**src/rtl/exec_sequencer_pkg.sv**
```systemverilog
// Shared constants and types for the instruction-execution sequencer.
// Stage and ALU-operation encodings are common to the datapath blocks.
package exec_sequencer_pkg;

    localparam int MEMORY_DATA_BITS         = 8;
    localparam int MEMORY_ADDRESS_BITS      = 8;
    localparam int INSTRUCTION_POINTER_BITS = 8;
    localparam int JUMP_OFFSET_BITS         = 8;
    localparam int OPCODE_BITS              = 4;
    localparam int INSTR_WORDS_DEFAULT      = 2;

    // Low instruction field that carries either the immediate or the jump offset
    localparam int OPERAND_BITS = (MEMORY_ADDRESS_BITS > JUMP_OFFSET_BITS) ?
                                  MEMORY_ADDRESS_BITS : JUMP_OFFSET_BITS;

    typedef enum logic [2:0] {
        IDLE              = 3'd0,
        INSTR_FETCH_START = 3'd1,
        INSTR_FETCH_END   = 3'd2,
        REGISTER_FETCH    = 3'd3,
        EXECUTE           = 3'd4,
        REGISTER_WB       = 3'd5,
        LOAD_STAGE        = 3'd6,
        STORE_STAGE       = 3'd7
    } ExecutionStage;

    typedef enum logic [1:0] {
        REG_READ  = 2'd0,
        REG_WRITE = 2'd1,
        ADD       = 2'd2,
        SUB       = 2'd3
    } ALUOp;

    typedef enum logic [OPCODE_BITS-1:0] {
        OP_NOP   = 4'd0,
        OP_ADD   = 4'd1,
        OP_SUB   = 4'd2,
        OP_LOAD  = 4'd3,
        OP_STORE = 4'd4,
        OP_JMP   = 4'd5,
        OP_JZ    = 4'd6,
        OP_HALT  = 4'd7
    } Opcode;

    function automatic logic is_request_stage(input ExecutionStage s);
        return (s == INSTR_FETCH_START) || (s == LOAD_STAGE) || (s == STORE_STAGE);
    endfunction

endpackage

```
**src/rtl/exec_sequencer_instr_decoder.sv**
```systemverilog
// Combinational instruction decode: opcode class, immediate, signed jump offset.
// Undefined opcodes decode as NOP with the illegal flag raised.
module exec_sequencer_instr_decoder
    import exec_sequencer_pkg::*;
(
    input  logic [OPCODE_BITS-1:0]              op_field_i,
    input  logic [OPERAND_BITS-1:0]             operand_i,
    output Opcode                               opcode_o,
    output logic [MEMORY_ADDRESS_BITS-1:0]      imm_o,
    output logic [INSTRUCTION_POINTER_BITS-1:0] offset_o,
    output logic                                illegal_o
);

    // Opcodes 8-15 are exactly those with the top opcode bit set
    assign illegal_o = op_field_i[OPCODE_BITS-1];
    assign opcode_o  = illegal_o ? OP_NOP : Opcode'(op_field_i);
    assign imm_o     = operand_i[MEMORY_ADDRESS_BITS-1:0];
    assign offset_o  = INSTRUCTION_POINTER_BITS'($signed(operand_i[JUMP_OFFSET_BITS-1:0]));

endmodule

```
**src/rtl/exec_sequencer.sv**
```systemverilog
// Instruction-execution control unit: multi-word fetch, decode, register fetch,
// execute, write-back and load/store, with wait-state tolerance and bus timeout.
module exec_sequencer
    import exec_sequencer_pkg::*;
#(
    parameter int unsigned                          INSTR_WORDS = INSTR_WORDS_DEFAULT,
    parameter int unsigned                          INSTR_BITS  = INSTR_WORDS * MEMORY_DATA_BITS,
    parameter logic [INSTRUCTION_POINTER_BITS-1:0]  RESET_IP    = '0,
    parameter int unsigned                          MEM_TIMEOUT = 16
) (
    input  logic                                clk,
    input  logic                                reset,
    input  logic                                start,
    output logic                                mem_req,
    output logic                                mem_we,
    output logic [MEMORY_ADDRESS_BITS-1:0]      mem_addr,
    input  logic [MEMORY_DATA_BITS-1:0]         mem_rdata,
    input  logic                                mem_ready,
    output logic [INSTR_BITS-1:0]               instr,
    output logic [INSTRUCTION_POINTER_BITS-1:0] ip,
    output ExecutionStage                       stage,
    output logic                                rf_re,
    output logic                                rf_we,
    output ALUOp                                alu_op,
    input  logic                                alu_zero,
    output logic                                halted,
    output logic                                bus_error,
    output logic                                illegal
);

    localparam int unsigned WCW = (INSTR_WORDS > 1) ? $clog2(INSTR_WORDS) : 1;
    localparam int unsigned TMW = $clog2(MEM_TIMEOUT + 1);
    localparam logic [WCW-1:0] LAST_WORD = WCW'(INSTR_WORDS - 1);
    localparam logic [TMW-1:0] TMO_LAST  = TMW'(MEM_TIMEOUT - 1);
    localparam logic [INSTRUCTION_POINTER_BITS-1:0] IP_STEP =
        INSTRUCTION_POINTER_BITS'(INSTR_WORDS);

    ExecutionStage                       stage_q, stage_d;
    logic [INSTRUCTION_POINTER_BITS-1:0] ip_q, ip_d;
    logic [INSTR_BITS-1:0]               instr_q, instr_d;
    logic [WCW-1:0]                      word_cnt_q, word_cnt_d;
    logic [TMW-1:0]                      tmo_q, tmo_d;
    logic                                halted_q, halted_d;
    logic                                bus_error_q, bus_error_d;

    Opcode                               dec_op;
    logic [MEMORY_ADDRESS_BITS-1:0]      dec_imm;
    logic [INSTRUCTION_POINTER_BITS-1:0] dec_offset;
    logic                                dec_illegal;
    logic [INSTRUCTION_POINTER_BITS-1:0] fetch_addr;
    logic                                req_stage;
    logic                                timeout_hit;

    exec_sequencer_instr_decoder u_decoder (
        .op_field_i (instr_q[INSTR_BITS-1 -: OPCODE_BITS]),
        .operand_i  (instr_q[OPERAND_BITS-1:0]),
        .opcode_o   (dec_op),
        .imm_o      (dec_imm),
        .offset_o   (dec_offset),
        .illegal_o  (dec_illegal)
    );

    assign fetch_addr  = ip_q + INSTRUCTION_POINTER_BITS'(word_cnt_q);
    assign req_stage   = is_request_stage(stage_q);
    assign timeout_hit = req_stage && !mem_ready && (tmo_q == TMO_LAST);

    // Moore decode of stage; the LOAD write strobe alone is qualified by
    // mem_ready so the register file captures the data in the cycle it arrives.
    always_comb begin
        mem_req  = 1'b0;
        mem_we   = 1'b0;
        mem_addr = '0;
        rf_re    = 1'b0;
        rf_we    = 1'b0;
        alu_op   = REG_READ;
        illegal  = 1'b0;
        case (stage_q)
            INSTR_FETCH_START: begin
                mem_req  = 1'b1;
                mem_addr = MEMORY_ADDRESS_BITS'(fetch_addr);
            end
            REGISTER_FETCH: rf_re = 1'b1;
            EXECUTE: begin
                illegal = dec_illegal;
                if (dec_op == OP_ADD) begin
                    alu_op = ADD;
                end else if (dec_op == OP_SUB) begin
                    alu_op = SUB;
                end
            end
            REGISTER_WB: begin
                rf_we  = 1'b1;
                alu_op = REG_WRITE;
            end
            LOAD_STAGE: begin
                mem_req  = 1'b1;
                mem_addr = dec_imm;
                if (mem_ready) begin
                    rf_we  = 1'b1;
                    alu_op = REG_WRITE;
                end
            end
            STORE_STAGE: begin
                mem_req  = 1'b1;
                mem_we   = 1'b1;
                mem_addr = dec_imm;
            end
            default: ;
        endcase
    end

    always_comb begin
        stage_d     = stage_q;
        ip_d        = ip_q;
        instr_d     = instr_q;
        word_cnt_d  = word_cnt_q;
        halted_d    = halted_q;
        bus_error_d = bus_error_q;
        tmo_d       = '0;

        if (req_stage && !mem_ready) begin
            tmo_d = tmo_q + TMW'(1);
        end

        case (stage_q)
            IDLE: begin
                if (start) begin
                    stage_d     = INSTR_FETCH_START;
                    word_cnt_d  = '0;
                    halted_d    = 1'b0;
                    bus_error_d = 1'b0;
                end
            end
            INSTR_FETCH_START: begin
                if (mem_ready) begin
                    // Word 0 lands in the MSBs of the instruction register
                    for (int unsigned w = 0; w < INSTR_WORDS; w++) begin
                        if (word_cnt_q == WCW'(w)) begin
                            instr_d[INSTR_BITS-1-w*MEMORY_DATA_BITS -: MEMORY_DATA_BITS] = mem_rdata;
                        end
                    end
                    if (word_cnt_q == LAST_WORD) begin
                        stage_d = INSTR_FETCH_END;
                    end else begin
                        word_cnt_d = word_cnt_q + WCW'(1);
                    end
                end
            end
            INSTR_FETCH_END: begin
                ip_d    = ip_q + IP_STEP;
                stage_d = REGISTER_FETCH;
            end
            REGISTER_FETCH: stage_d = EXECUTE;
            EXECUTE: begin
                word_cnt_d = '0;
                case (dec_op)
                    OP_ADD, OP_SUB: stage_d = REGISTER_WB;
                    OP_LOAD:        stage_d = LOAD_STAGE;
                    OP_STORE:       stage_d = STORE_STAGE;
                    OP_JMP: begin
                        ip_d    = ip_q + dec_offset;
                        stage_d = INSTR_FETCH_START;
                    end
                    OP_JZ: begin
                        if (alu_zero) begin
                            ip_d = ip_q + dec_offset;
                        end
                        stage_d = INSTR_FETCH_START;
                    end
                    OP_HALT: begin
                        halted_d = 1'b1;
                        stage_d  = IDLE;
                    end
                    default: stage_d = INSTR_FETCH_START;
                endcase
            end
            REGISTER_WB: begin
                word_cnt_d = '0;
                stage_d    = INSTR_FETCH_START;
            end
            LOAD_STAGE, STORE_STAGE: begin
                if (mem_ready) begin
                    word_cnt_d = '0;
                    stage_d    = INSTR_FETCH_START;
                end
            end
            default: stage_d = IDLE;
        endcase

        if (timeout_hit) begin
            stage_d     = IDLE;
            halted_d    = 1'b1;
            bus_error_d = 1'b1;
            tmo_d       = '0;
        end
    end

    always_ff @(posedge clk) begin
        if (reset) begin
            stage_q     <= IDLE;
            ip_q        <= RESET_IP;
            instr_q     <= '0;
            word_cnt_q  <= '0;
            tmo_q       <= '0;
            halted_q    <= 1'b0;
            bus_error_q <= 1'b0;
        end else begin
            stage_q     <= stage_d;
            ip_q        <= ip_d;
            instr_q     <= instr_d;
            word_cnt_q  <= word_cnt_d;
            tmo_q       <= tmo_d;
            halted_q    <= halted_d;
            bus_error_q <= bus_error_d;
        end
    end

    assign instr     = instr_q;
    assign ip        = ip_q;
    assign stage     = stage_q;
    assign halted    = halted_q;
    assign bus_error = bus_error_q;

endmodule

```
**config.mk**
```make
export PLATFORM = sky130hd
export DESIGN_NAME = exec_sequencer
export DESIGN_NICKNAME = d
export VERILOG_FILES = /design/src/rtl/exec_sequencer_pkg.sv /design/src/rtl/exec_sequencer_instr_decoder.sv /design/src/rtl/exec_sequencer.sv
export SDC_FILE = /design/constraint.sdc
export NUM_CORES = 1
export LEC_CHECK = 0
export CORE_UTILIZATION = 40
export CTS_BUF_LIST = sky130_fd_sc_hd__clkbuf_8
export CTS_CLUSTER_SIZE = 25
export DETAILED_ROUTE_END_ITERATION = 12
export PLACE_DENSITY = 0.77
export SYNTH_ARGS = -nofsm -noshare
export SYNTH_HDL_FRONTEND = slang
export SYNTH_SLANG_ARGS = --single-unit
```
**constraint.sdc**
```tcl
create_clock -name clk -period 2.4 [get_ports clk]
set_clock_uncertainty 0.15 [all_clocks]
set_input_delay 0.36 -clock clk [delete_from_list [all_inputs] [get_ports clk]]
set_output_delay 0.36 -clock clk [all_outputs]
set_load 0.02 [all_outputs]
```
Word level (Yosys, flattened, before mapping)
Cells that the tools add are included.

operators by class
  eq/ne operators = 23
  div/mod/pow operators = 0
  bitwise operators = 2
  $add $sub $neg = 5
  multiply operators = 0
  magnitude comparators = 0
  shift operators = 0
  reductions and logical operators = 24
  muxes and demuxes = 31

operator list
  cell                   count
  $pmux W8 S2            3
  $pmux W3 S7            1
  $eq A4 B3 Y1 const B   4
  $mux W3                5
  $mux W1                14
  $eq A3 B3 Y1 const B   4
  $pmux W3 S4            1
  $reduce_and A3 Y1      4
  $add A8 B1 Y8          1
  $add A8 B2 Y8 const B  1
  $add A8 B8 Y8          1
  $eq A4 B2 Y1 const B   2
  $mux W8                1
  $reduce_and A4 Y1      2
  $reduce_or A2 Y1       4
  $eq A3 B2 Y1 const B   2
  $ne A2 B2 Y1 const B   3
  $ne A3 B2 Y1 const B   2
  $ne A3 B3 Y1 const B   2
  $pmux W2 S3            1
  $reduce_bool A2 Y1     3
  $reduce_or A3 Y1       2
  $add A5 B1 Y5 const B  1
  $eq A5 B4 Y1 const B   1
  15 further kinds       20

word-level totals
  memories kept = 0
  bits in read-only memories = 0
  input port bits = 13
  memory bits (writable) = 0
  bits in latches = 0
  flip-flop bits (word level) = 35

Longest topological paths before layout
  word-level depth = 7
  mapped depth = 8
  gate-level depth less buffers = 8

Modules after synthesis
Synthesis repeated with hierarchy kept, for this count alone.

unflattened totals
  cells, all modules = 288
  area, all modules = 2,354.8 µm²

by module, submodules not included
  module                        instances  area each (µm²)  cells an instance  seq. area each (µm²)
  exec_sequencer                1          2,197.1          266                700.7
  exec_sequencer_instr_decoder  1          157.7            22                 0.0

Least setup slack after synthesis
OpenSTA, ideal clock, no wires.

  path type = flip-flop to output port
  from = register stage_q[2], in the netlist stage[2]
  to = output alu_op[1]
  stages on the path, launching flop included = 5
  data required time = 1.890 ns
  buffers on the path = 2
  slack = 0.030 ns
  arrival = 1.860 ns
  path through = dfxtp_1 -> buf_4 -> or3b_4 -> buf_6 -> nor4_1

between the ends
  word-level cells in the longest chain between the ends = 2

ends and longest elaborated chain
  what                    RTL line               text
  start, declared         exec_sequencer.sv:38   ExecutionStage stage_q, stage_d;
  start signal, assigned  exec_sequencer.sv:208  stage_q <= stage_d;
  $eq A3 B3 Y1            exec_sequencer.sv:77   case (stage_q)
  $pmux W2 S3 *           exec_sequencer.sv:77
  end, declared           exec_sequencer.sv:24   output ALUOp alu_op,

Every way passes the cells marked *; elsewhere a longest branch is shown, timed or not.

Worst setup path in the final report
  from = register stage_q[1], in the netlist stage[1]
  to = output illegal

between the ends
  word-level cells in the longest chain between the ends = 2

ends and longest elaborated chain
  what           RTL line              text
  $eq A3 B3 Y1   exec_sequencer.sv:77
  $mux W1        exec_sequencer.sv:77
  end, declared  exec_sequencer.sv:28  output logic illegal

No other way between the ends.

==> impl_metrics.csv <==
group,metric,value,unit
outcome,status,"complete, no violations",
synthesis,synth_seq_area_share,30.99,%
layout,synthToLayoutAreaGrowth,39.68,%
synthesis,synth_edf_count,0,
clock_tree,hold_buffers,0,
synthesis,syn-cell-area,2261,um^2
place,dp_slack,-0.1571,ns
setup_path,path_max_fanout,9,
clock_tree,h-tree-depth,2,
place,dpl_cell_area,3040,um^2
setup_path,path_class,"reg -> out",
timing,setup_slack,0.07092,ns
routing,wirelength,6.275,mm
clock_tree,root_buffer,"clkbuf_8",
routing,wl_per_cell,14.73,um
setup_path,critPathRequiredTime,1.89,ns
die,initial_utilization,41.31,%
layout,diodes,0,
routing,num_vias,2299,
grt,grt_max_degree,25,
timing,worst_pin_slew,0.5157,ns
layout,drive_above_1_share,15.25,%
place,numPortBuffers,56,
synthesis,yosys_warnings,0,
timing,drv_slew,0,
die,die_w,77.18,um
run,maxCapViolations,0,
power,pwr_density_cell,487.6,nW/um^2
power,p_leak,1.282,nW
routing,via_per_inst,5.397,
synthesis,synth_nets,304,
power,peakVddDrop,402.4,uV
die,row_count,27,
clock_tree,clockBufferDepth,2,
place,gp_congestion,0.9054,
layout,utilization,57.70,%
synthesis,synthArstFlopShare,0,%
die,ios,57,
timing,setup_viol,0,
synthesis,ys.flop_type,"dfxtp_1",
clock_tree,cts_setup_buffers,0,
timing,rsz0062_at_grt,"no",
grt,antenna_found_initial,0,
power,finalPower,1.540,mW
timing,fmax,429.4,MHz
grt,grt_pass1_vias,2153,
die,dieHeight,77.18,um
worst_hold_path,min_path_type,"reg -> reg",
timing,period_share,97.05,%
setup_path,cp-end-kind,"primary output",
synthesis,ys_seq_elements,35,
setup_path,start_kind,"flip-flop",
synthesis,syn_avg_cell_area,8.133,um^2
layout,fillCellCount,522,
synthesis,synth_cell_type_count,52,
routing,antenna_left,0,
setup_path,crit_arrival,1.82,ns
synthesis,syn_inst,278,
clock_tree,clock_sinks,35,
clock_tree,numCtsBuffers,5,
grt,grt_pass1_wl,10.27,mm
clock_tree,clk_latency,0.29,ns
timing,period_needed,2.329,ns
routing,drt_iter0_drc,185,
timing,relSlewSlack,65.53,%
die,core_area,5473,um^2
clock_tree,clk_pin_slew_worst_paths,0.07,ns
layout,fin_area,3158,um^2
place,hpwl,4.797,mm
grt,grtUsageTotal,21.65,%
timing,hold_violations,0,
grt,overflow,0,
routing,drc_errors,0,
clock_tree,cts_tree,"done",
layout,layout.nets,379,
routing,drtPass1Iterations,4,
die,die_area,5957,um^2
==> cells in the final DEF, fill, tap and decap left out, types with 7 or more instances in the layout <==
cell type and instances:
clkdlybuf4s50_1 44, nor2_1 38, dfxtp_1 33, buf_4 28
nand2_1 20, o21ai_0 20, mux2i_1 18, a21oi_1 14
ha_1 12, inv_1 10, nor3_1 10, nand3_1 9
xnor2_1 7
==> stage by stage <==
step                instances  hold slack (ns)  setup TNS [ns]
detailed placement        418           0.2876         -0.2179
finish                    426           0.3008               0
CTS                       426           0.3037               0
global placement          418           0.2768         -0.2280
global route              426           0.3188               0
floorplan                 278           0.2676               0
==> state kept, by name, indices dropped and copies added (netlist names) <==
signal      flops
word_cnt_q      1
instr          16
tmo_q           5
bus_error       1
stage           3
halted          1
ip              8
==> cell families (layout without fill, tap and decap cells) <==
kind of cell	after synthesis	count (layout)	synth area share [%]
AO/OA/AOI/OAI	65	65	18.21
XOR/XNOR	11	11	4.261
adder cells (fa/ha/maj)	13	13	7.526
buffers and inverters	26	102	5.258
flip-flops	35	35	30.99
multiplexers	19	19	8.467
AND/OR/NAND/NOR	109	109	25.29
==> where the power goes <==
part | switching (mW) | internal (mW) | leakage [nW] | total [mW]
combinational | 0.144 | 0.128 | 0.934 | 0.273
clock | 0.226 | 0.414 | 0.0644 | 0.640
sequential | 0.0275 | 0.599 | 0.284 | 0.627
==> synth_stat cells, types with 2 or more instances <==
master | n | area [um^2]
buf_4 | 3 | 22.52
and3_1 | 5 | 31.28
nor3_1 | 10 | 50.05
nand3b_1 | 2 | 15.01
a21oi_1 | 14 | 70.07
o21ai_0 | 20 | 100.1
o32ai_1 | 2 | 17.52
o211ai_1 | 4 | 30.03
nor2_1 | 38 | 142.6
nor4_1 | 2 | 12.51
a21o_1 | 2 | 15.01
o31a_1 | 2 | 17.52
a31oi_1 | 2 | 12.51
buf_2 | 2 | 10.01
a31o_2 | 2 | 17.52
a22oi_1 | 2 | 15.01
nand2b_1 | 2 | 12.51
and2_1 | 2 | 12.51
nand2_1 | 20 | 75.07
xnor2_1 | 7 | 61.31
dfxtp_1 | 35 | 700.7
mux2i_1 | 18 | 180.2
o21ai_1 | 3 | 15.01
nor2b_1 | 5 | 31.28
xor2_1 | 4 | 35.03
inv_1 | 10 | 37.54
nor3b_1 | 3 | 22.52
o31ai_1 | 2 | 15.01
clkbuf_1 | 10 | 37.54
nor3b_2 | 4 | 50.05
ha_1 | 12 | 150.1
nand3_1 | 9 | 45.04
==> worst max-delay path, cell delays in order (launching register included) <==
cell             delay [ns]
dfxtp_1                0.41
buf_4                  0.20
nor3b_2                0.17
and2_1                 0.16
clkdlybuf4s50_1        0.60
==> cell type report <==
class                   count  area, um^2  area share [%]
multi-input cells         217        1448           45.84
clock inverters             3       67.56           2.139
clock buffers               5       68.82           2.179
repair buffers             84       743.2           23.53
flip-flops and latches     35       703.2           22.27
inverters                  10       37.54           1.189
well taps                  72       90.09           2.853
==> worst paths after layout <==
path                    startpoint                  end  slack (ns)  cells after the start
max          stage[1]$_SDFFE_PP0P_              illegal        0.07                      4
min            tmo_q[0]$_SDFF_PP0_  tmo_q[0]$_SDFF_PP0_        0.30                      1
max reg2reg     ip[0]$_SDFFE_PP0P_   ip[6]$_SDFFE_PP0P_        0.24                      9
min reg2reg    tmo_q[0]$_SDFF_PP0_  tmo_q[0]$_SDFF_PP0_        0.30                      1
==> layer usage <==
layer	vias up	part of all wire, %	track usage (%)	routed length (um)
met5	-	0	0	0
met1	1075	45	28.42	2812
met3	8	5.8	3.214	366
met4	0	1.3	9.245	79
met2	80	48	35.04	3015
li1	1136	-	-	-
==> what timing repair did <==
item,in CTS,in global routing
setup endpoints to repair,12,7
hold endpoints to repair,0,0
gates cloned,0,0
resized for setup,14,15
Note: power is estimated with default switching activity, not from simulation.
